===== config.mk =====
export PLATFORM = sky130hd
export DESIGN_NAME = packet_parser
export DESIGN_NICKNAME = d
export VERILOG_FILES = /design/src/rtl/packet_parser.sv
export SDC_FILE = /design/constraint.sdc
export NUM_CORES = 1
export LEC_CHECK = 0
export CELL_PAD_IN_SITES_DETAIL_PLACEMENT = 0
export CELL_PAD_IN_SITES_GLOBAL_PLACEMENT = 1
export CORE_AREA = 2 2 179 181
export DETAILED_ROUTE_END_ITERATION = 12
export DIE_AREA = 0 0 181 183
export HOLD_SLACK_MARGIN = 0.02
export PLACE_DENSITY_LB_ADDON = 0.15
export SYNTH_ARGS = -nofsm -noshare
export SYNTH_HDL_FRONTEND = slang
export SYNTH_SLANG_ARGS = --single-unit

===== constraint.sdc =====
create_clock -name clk -period 5.83 [get_ports clk]
set_clock_uncertainty 0.2 [all_clocks]
set_input_delay 1.166 -clock clk [delete_from_list [all_inputs] [get_ports clk]]
set_output_delay 1.166 -clock clk [all_outputs]
set_load 0.02 [all_outputs]

===== src/rtl/packet_parser.sv =====
// -----------------------------------------------------------------------------
// packet_parser
//   Receive-side packet parser. On pp_start it fetches a packet byte by byte
//   from inmem, checks the SOP byte and decodes the header {type, cnt}.
//   It recomputes CRC-8 over the payload and compares it with the trailing
//   CRC byte. The payload is packed contiguously into 32-bit words of outmem.
//   Completion is signalled with a one-cycle pp_irq pulse.
//
// Ports
//   clk, reset      clock, synchronous active-high reset
//   pp_start        one-cycle start pulse (ignored unless idle)
//   pp_addr_in      byte address of the SOP byte in inmem (any alignment)
//   pp_addr_out     payload destination in outmem (bits [1:0] ignored)
//   pp_sop_val      expected SOP byte
//   inmem_addr      byte read address; data returns one cycle later
//   inmem_data_i    read word; the byte lane comes from the request addr[1:0]
//   outmem_addr     word-aligned write address
//   outmem_data_o   write data; payload byte j sits in lane j%4
//   outmem_we       per-lane byte write enable (0 = no write)
//   pp_busy         transfer in progress (through the pp_irq cycle)
//   pp_irq          one-cycle completion pulse
//   pp_pkt_type     header[7:4]
//   pp_byte_cnt     header[3:0]; payload length is pp_byte_cnt + 1
//   pp_crc_calc     CRC-8 computed over the payload
//   pp_sop_err      SOP byte mismatch
//   pp_crc_err      CRC byte mismatch
// -----------------------------------------------------------------------------
module packet_parser #(
  parameter int unsigned ADDR_W   = 32,
  parameter logic [7:0]  CRC_POLY = 8'h07
) (
  input  logic              clk,
  input  logic              reset,
  input  logic              pp_start,
  input  logic [ADDR_W-1:0] pp_addr_in,
  input  logic [ADDR_W-1:0] pp_addr_out,
  input  logic [7:0]        pp_sop_val,
  output logic [ADDR_W-1:0] inmem_addr,
  input  logic [31:0]       inmem_data_i,
  output logic [ADDR_W-1:0] outmem_addr,
  output logic [31:0]       outmem_data_o,
  output logic [3:0]        outmem_we,
  output logic              pp_busy,
  output logic              pp_irq,
  output logic [3:0]        pp_pkt_type,
  output logic [3:0]        pp_byte_cnt,
  output logic [7:0]        pp_crc_calc,
  output logic              pp_sop_err,
  output logic              pp_crc_err
);

  typedef enum logic [2:0] {
    IDLE    = 3'd0,
    RD_SOP  = 3'd1,
    RD_HDR  = 3'd2,
    RD_DATA = 3'd3,
    RD_CRC  = 3'd4,
    DONE    = 3'd5
  } state_t;

  // CRC-8, MSB first, no reflection: fold one byte into the running CRC.
  function automatic logic [7:0] crc8_update(input logic [7:0] crc, input logic [7:0] data);
    logic [7:0] c;
    c = crc ^ data;
    for (int i = 0; i < 8; i++) begin
      if (c[7]) begin
        c = {c[6:0], 1'b0} ^ CRC_POLY;
      end else begin
        c = {c[6:0], 1'b0};
      end
    end
    return c;
  endfunction

  state_t            r_state;
  logic              r_sop_wait;   // RD_SOP first cycle: SOP data not back yet
  logic [1:0]        r_lane;       // addr[1:0] of the request whose data is arriving now
  logic [ADDR_W-1:0] r_end_addr;   // address of the CRC byte (last read)
  logic [7:0]        r_sop_val;
  logic [ADDR_W-1:0] r_out_addr;   // next outmem word address
  logic [7:0]        r_crc;
  logic [3:0]        r_idx;        // payload byte index of the arriving byte
  logic [31:0]       r_buf;
  logic [3:0]        r_mask;

  logic [7:0]        w_byte;
  logic [7:0]        w_crc_n;
  logic [31:0]       w_buf_n;
  logic [3:0]        w_mask_n;
  logic              w_last;
  logic              w_flush;
  logic [ADDR_W-1:0] w_next_addr;

  // Byte extraction, CRC step and pack-buffer merge for the arriving byte.
  always_comb begin
    w_byte   = 8'h00;
    w_buf_n  = r_buf;
    w_mask_n = r_mask;
    case (r_lane)
      2'd0:    w_byte = inmem_data_i[7:0];
      2'd1:    w_byte = inmem_data_i[15:8];
      2'd2:    w_byte = inmem_data_i[23:16];
      2'd3:    w_byte = inmem_data_i[31:24];
      default: w_byte = 8'h00;
    endcase
    case (r_idx[1:0])
      2'd0:    begin w_buf_n[7:0]   = w_byte; w_mask_n = r_mask | 4'b0001; end
      2'd1:    begin w_buf_n[15:8]  = w_byte; w_mask_n = r_mask | 4'b0010; end
      2'd2:    begin w_buf_n[23:16] = w_byte; w_mask_n = r_mask | 4'b0100; end
      2'd3:    begin w_buf_n[31:24] = w_byte; w_mask_n = r_mask | 4'b1000; end
      default: begin w_buf_n = r_buf; w_mask_n = r_mask; end
    endcase
    w_crc_n     = crc8_update(r_crc, w_byte);
    w_last      = (r_idx == pp_byte_cnt);
    if ((r_idx[1:0] == 2'd3) || w_last) begin
      w_flush = 1'b1;
    end else begin
      w_flush = 1'b0;
    end
    w_next_addr = inmem_addr + ADDR_W'(1'b1);
  end

  // Parser FSM: read sequencing, checks, packing and status registers.
  always_ff @(posedge clk) begin
    if (reset) begin
      r_state       <= IDLE;
      r_sop_wait    <= 1'b0;
      r_lane        <= 2'd0;
      r_end_addr    <= '0;
      r_sop_val     <= 8'h00;
      r_out_addr    <= '0;
      r_crc         <= 8'h00;
      r_idx         <= 4'd0;
      r_buf         <= 32'h0000_0000;
      r_mask        <= 4'd0;
      inmem_addr    <= '0;
      outmem_addr   <= '0;
      outmem_data_o <= 32'h0000_0000;
      outmem_we     <= 4'd0;
      pp_busy       <= 1'b0;
      pp_irq        <= 1'b0;
      pp_pkt_type   <= 4'd0;
      pp_byte_cnt   <= 4'd0;
      pp_crc_calc   <= 8'h00;
      pp_sop_err    <= 1'b0;
      pp_crc_err    <= 1'b0;
    end else begin
      r_lane    <= inmem_addr[1:0];
      outmem_we <= 4'd0;
      pp_irq    <= 1'b0;
      case (r_state)
        IDLE: begin
          if (pp_start) begin
            r_state     <= RD_SOP;
            r_sop_wait  <= 1'b1;
            pp_busy     <= 1'b1;
            inmem_addr  <= pp_addr_in;
            r_sop_val   <= pp_sop_val;
            r_out_addr  <= pp_addr_out & ~ADDR_W'(2'b11);
            r_crc       <= 8'h00;
            r_idx       <= 4'd0;
            r_buf       <= 32'h0000_0000;
            r_mask      <= 4'd0;
            pp_pkt_type <= 4'd0;
            pp_byte_cnt <= 4'd0;
            pp_crc_calc <= 8'h00;
            pp_sop_err  <= 1'b0;
            pp_crc_err  <= 1'b0;
          end
        end
        RD_SOP: begin
          if (r_sop_wait) begin
            r_sop_wait <= 1'b0;
            inmem_addr <= w_next_addr;           // header
          end else if (w_byte != r_sop_val) begin
            pp_sop_err <= 1'b1;
            pp_irq     <= 1'b1;
            r_state    <= DONE;
          end else begin
            // Payload byte 0 always exists, so it can be requested before
            // the header is decoded.
            inmem_addr <= w_next_addr;
            r_state    <= RD_HDR;
          end
        end
        RD_HDR: begin
          pp_pkt_type <= w_byte[7:4];
          pp_byte_cnt <= w_byte[3:0];
          // inmem_addr holds payload 0 (SOP+2); the CRC byte is at SOP+cnt+3.
          r_end_addr  <= inmem_addr + ADDR_W'(w_byte[3:0]) + ADDR_W'(1'b1);
          inmem_addr  <= w_next_addr;
          r_idx       <= 4'd0;
          r_state     <= RD_DATA;
        end
        RD_DATA: begin
          r_crc <= w_crc_n;
          r_idx <= r_idx + 4'd1;
          if (inmem_addr != r_end_addr) begin
            inmem_addr <= w_next_addr;
          end
          if (w_flush) begin
            outmem_we     <= w_mask_n;
            outmem_data_o <= w_buf_n;
            outmem_addr   <= r_out_addr;
            r_out_addr    <= r_out_addr + ADDR_W'(3'd4);
            r_buf         <= 32'h0000_0000;
            r_mask        <= 4'd0;
          end else begin
            r_buf  <= w_buf_n;
            r_mask <= w_mask_n;
          end
          if (w_last) begin
            pp_crc_calc <= w_crc_n;
            r_state     <= RD_CRC;
          end
        end
        RD_CRC: begin
          pp_crc_err <= (w_byte != pp_crc_calc);
          pp_irq     <= 1'b1;
          r_state    <= DONE;
        end
        DONE: begin
          pp_busy <= 1'b0;
          r_state <= IDLE;
        end
        default: begin
          pp_busy <= 1'b0;
          r_state <= IDLE;
        end
      endcase
    end
  end

endmodule


* After elaboration in Yosys (flattened, before gate mapping) *
Index checks and enable logic that the tools add are counted.

operators by class
  equal/unequal tests = 21
  bitwise gates (word level) = 12
  add/subtract/negate cells = 5
  reductions and logical operators = 25
  multiplexer cells = 52

operators by type and width
  kind                                                              number
  32-bit two-way mux                                                8
  32-bit case mux with 2 select lines                               2
  32-bit case mux with 4 select lines                               1
  32-bit by 1-bit adder with 32-bit output (second input constant)  2
  8-bit two-way mux                                                 6
  3-bit two-way mux                                                 12
  32-bit by 3-bit adder with 32-bit output (second input constant)  1
  32-bit by 4-bit adder with 32-bit output                          1
  32-bit inequality test                                            1
  8-bit case mux with 2 select lines                                2
  8-bit case mux with 4 select lines                                1
  3-bit NOT                                                         8
  4-bit case mux with 2 select lines                                3
  8-bit inequality test                                             2
  4-bit case mux with 4 select lines                                1
  2-bit AND reduction                                               8
  3-bit case mux with 5 select lines                                1
  2-bit inequality test (second input constant)                     6
  4-bit case mux with 3 select lines                                1
  1-bit case mux with 2 select lines                                5
  3-bit AND reduction                                               3
  2-bit equality test (second input constant)                       4
  4-bit two-way mux                                                 2
  4-bit AND reduction                                               2
  other kinds (18)                                                  32

storage, ports and cells
  logic and storage cells = 136
  input bits = 107
  register bits after elaboration = 246

* Longest topological paths before layout *
  depth after elaboration = 21
  gate-level depth with buffers = 11
  gate-level depth less buffers = 9

* Least setup slack after synthesis *
No wires, ideal clock.

  path type = input port to flip-flop
  from = in inmem_data_i[26]
  to = reg r_end_addr[28]
  setup slack = 2.033 ns
  data arrival time = 3.512 ns
  cell stages on the path = 9
  library setup time = 0.086 ns
  path through = mux4_2 -> buf_1 -> ha_1 -> nand3_1 -> a21o_1 -> nor4_2 -> nand3_1 -> xor2_1 -> a211oi_1

on the way
  longest elaborated chain between the ends = 3

ends and longest elaborated chain
  what                                      RTL line  text
  start: declaration                        39        input logic [31:0] inmem_data_i,
  8-bit case mux with 4 select lines        99        case (r_lane)
  32-bit by 4-bit adder with 32-bit output  190       r_end_addr <= inmem_addr + ADDR_W'(w_byte[3:0]) + ADDR_W'(1'b1);
  32-bit by 1-bit adder with 32-bit output  190
  end signal: assignment                    190
  end: declaration                          78        logic [ADDR_W-1:0] r_end_addr;

Every way passes these cells.
A chain may end at the register's enable or synchronous reset.

* Worst setup path in the final report *
  from = in inmem_data_i[10]
  to = reg r_end_addr[28]

The elaborated chain is that of the path after synthesis.

==> reports/qor.txt <==
DP HPWL -> 24.68 mm
Leakage Power -> 5.252 nW
Yosys warnings -> 0
Port Buf Inserts -> 222
Die area -> 0.03312 mm^2
Hold Path Class -> reg -> reg
Worst EP arrival -> 4340 ps
CP cell instances -> clkdlybuf4s50_1 -> mux4_2 -> ha_1 -> nand3_1 -> a21o_1 -> nor4_2 -> nand3_1 -> xor2_1 -> a211oi_1
#FFs+latches synth -> 242
WL final -> 36.98 mm
CTS buffer count -> 27
H-tree Lvls -> 1
CP dominant cell by count -> nand3_1
Critical path's slowest cell -> mux4_2
I/O Pins -> 227
Area Overhead vs Synth -> 26.45%
Final Hold Fails -> 0
Initial Util -> 39.33%
Power per Cell Area -> 313.8 mW/mm^2
Status -> completed
Top Metal Used -> met4
Height of the die -> 183 um
Most common cell in the netlist -> dfxtp_1
Layout Utilization -> 49.73%
Setup violators final -> 0
Filler cell count -> 3,049
Primary FF master, synth -> dfxtp_1
Buffers and inverters on the worst path -> 1
Setup TNS -> 0 ps
CP peak stage delay -> 680 ps
Clock buffer depth -> 3
Unique masters post-synth -> 70
NumNets Final -> 1,744
CTS tree -> yes
Core Rows -> 65
Crit Path Max Fanout -> 13
Routed wl met2 -> 16.16 mm
Detailed Routing Iterations Pass 1 -> 6
Worst slew pin tran -> 1038 ps
Max Freq -> 0.2439 GHz
Post-route clock period utilization -> 70.32%
Initial DRC Count -> 950
RD Place Congestion -> 0.8376
Sequential fraction of the synthesis area -> 39.45%
Crit path kind -> in -> reg
Synthesized area -> 0.01228 mm^2
Clk slew on worst S/H paths -> 60 ps
DR WL met3 -> 2.588 mm
Cell taking the most area after synthesis -> dfxtp_1
# Max-Cap Violations -> 0
Hold_buf cts -> 0
# DRC -> 0
Async SR Flop Fraction -> 0%
Family with the most delay on the worst path -> simple AND/OR/NAND/NOR gates
Root buffer cell -> clkbuf_16
First-pass GRT wire length -> 59.54 mm
Initial antenna violation count -> 0
Post CTS Setup Buffer Count -> 0
Layout cells sized above 1 -> 5.653%
Via Count -> 11,570
All-Layer GR Usage -> 21.74%
Unrepaired setup endpoints after global routing -> no
Die span in x -> 181 um
Worst VDD drop -> 0.0001999 V
Grt ovf -> 0
Drt wl/cell -> 18.06 um
Number of global-route vias before repair -> 10,840
Routed Antenna Nets -> 0
Post-synth EDFFs -> 0
Post-CTS Resized -> 0
Synthesized instance count -> 1,500
Post-synth top area share -> 39.45%
Post-DR vias/cell -> 5.650
Clock sink total -> 242
Top cells by count, synth -> dfxtp_1, nand2_1, nor2_1, clkbuf_1, a21oi_1
Clock Latency Late Sink -> 530 ps
Syn_area_per_cell -> 8.188 um^2
Crit path required time -> 6070 ps
Crit. End Element -> flop
Reg-to-reg slack, setup -> 2040 ps
Top cells by area, synth -> dfxtp_1, nand2_1, a21oi_1
Final slew viol count -> 0
Core ar. -> 0.03123 mm^2
Rel. slew slack -> 30.56%
Tmin final -> 4099 ps
Wl on met1 -> 17.78 mm
Crit start category -> input pin
Largest net degree at the start of global routing -> 116
registers in the layout (all words and copies together) (netlist names), 2 cells and up:
name / flops
inmem_addr: 32
r_mask: 4
r_lane: 2
r_buf: 32
r_out_addr: 30
r_crc: 8
r_end_addr: 32
outmem_addr: 30
pp_crc_calc: 8
pp_pkt_type: 4
r_state: 3
outmem_data_o: 32
r_idx: 4
r_sop_val: 8
outmem_we: 4
pp_byte_cnt: 4
worst register-to-register path, delay by kind of cell, from the launching register on:
kind | cells | cell delay (ps)
flip-flops | 1 | 630
XOR/XNOR | 1 | 170
AND/OR/NAND/NOR | 3 | 930
AO/OA/AOI/OAI | 2 | 520
adder cells (fa/ha/maj) | 1 | 470
multiplexers | 1 | 790
cells in the final DEF (no fill, tap or decap), types with 36 or more instances in the layout:
master           instances
a211oi_1                59
a21oi_1                118
clkdlybuf4s50_1        221
dfxtp_1                242
mux2i_1                 36
nand2_1                171
nand3_1                 48
nor2_1                 157
o21ai_0                 60
xnor2_1                 45
xor2_1                  59
where the power goes:
| group | leakage, nW | internal, mW | switching [mW] |
|---|---|---|---|
| combinational | 2.85 | 0.500 | 0.682 |
| clock | 0.442 | 1.01 | 0.693 |
| sequential | 1.96 | 1.76 | 0.234 |
| total | 5.25 | 3.27 | 1.61 |
logic make-up (layout without fill, tap and decap cells):
family                   count (synthesis)  in the layout  synth area share (%)
adder cells (fa/ha/maj)                 12             12                 1.284
other                                    1              3               0.03053
AND/OR/NAND/NOR                        521            521                 19.40
multiplexers                            45             45                 4.493
flip-flops                             242            242                 39.45
XOR/XNOR                               106            106                 7.732
AO/OA/AOI/OAI                          413            413                 22.39
buffers and inverters                  160            304                 5.226
through the flow:
| stage | cells | worst slack (ps) | area, um^2 | hold WS, ps | total power, mW |
|---|---|---|---|---|---|
| floorplan | 1501 | 2033 | 12290 | 229.1 | 2.757 |
| global placement | 1998 | 1170 | 14650 | 241.5 | 3.196 |
| detailed placement | 1998 | 1156 | 14650 | 242.9 | 3.205 |
| CTS | 2047 | 1668 | 15530 | 256.5 | 4.918 |
| global route | 2047 | 1557 | 15530 | 271.6 | 5.120 |
| finish | 2048 | 1731 | 15530 | 253.4 | 4.874 |
final timing paths:
| path | startpoint | end | depth (start not counted) |
|---|---|---|---|
| min reg2reg | outmem_addr[14] | outmem_addr[14] | 2 |
| max | inmem_data_i[10] | r_end_addr[28] | 9 |
| min | outmem_addr[14] | outmem_addr[14] | 2 |
| max reg2reg | r_lane[1] | r_end_addr[28] | 8 |
cell type report:
class,count,area (um^2),share of cell area (%)
antenna,1,2.502,0.01611
multi-input combinational,1099,6859,44.17
tap,402,503.0,3.239
clock buffer,42,822.0,5.293
inverter,12,45.04,0.2900
timing repair buffer,243,2394,15.41
sequential,242,4845,31.20
clock inverter,7,60.06,0.3867
metal layers:
metal | GRT usage, % | vias up
li1 | - | 5675
met5 | 0 | -
met1 | 31.83 | 5470
met3 | 3.574 | 38
met4 | 4.163 | 0
met2 | 33.86 | 388
(Power assumes the default switching activity.)
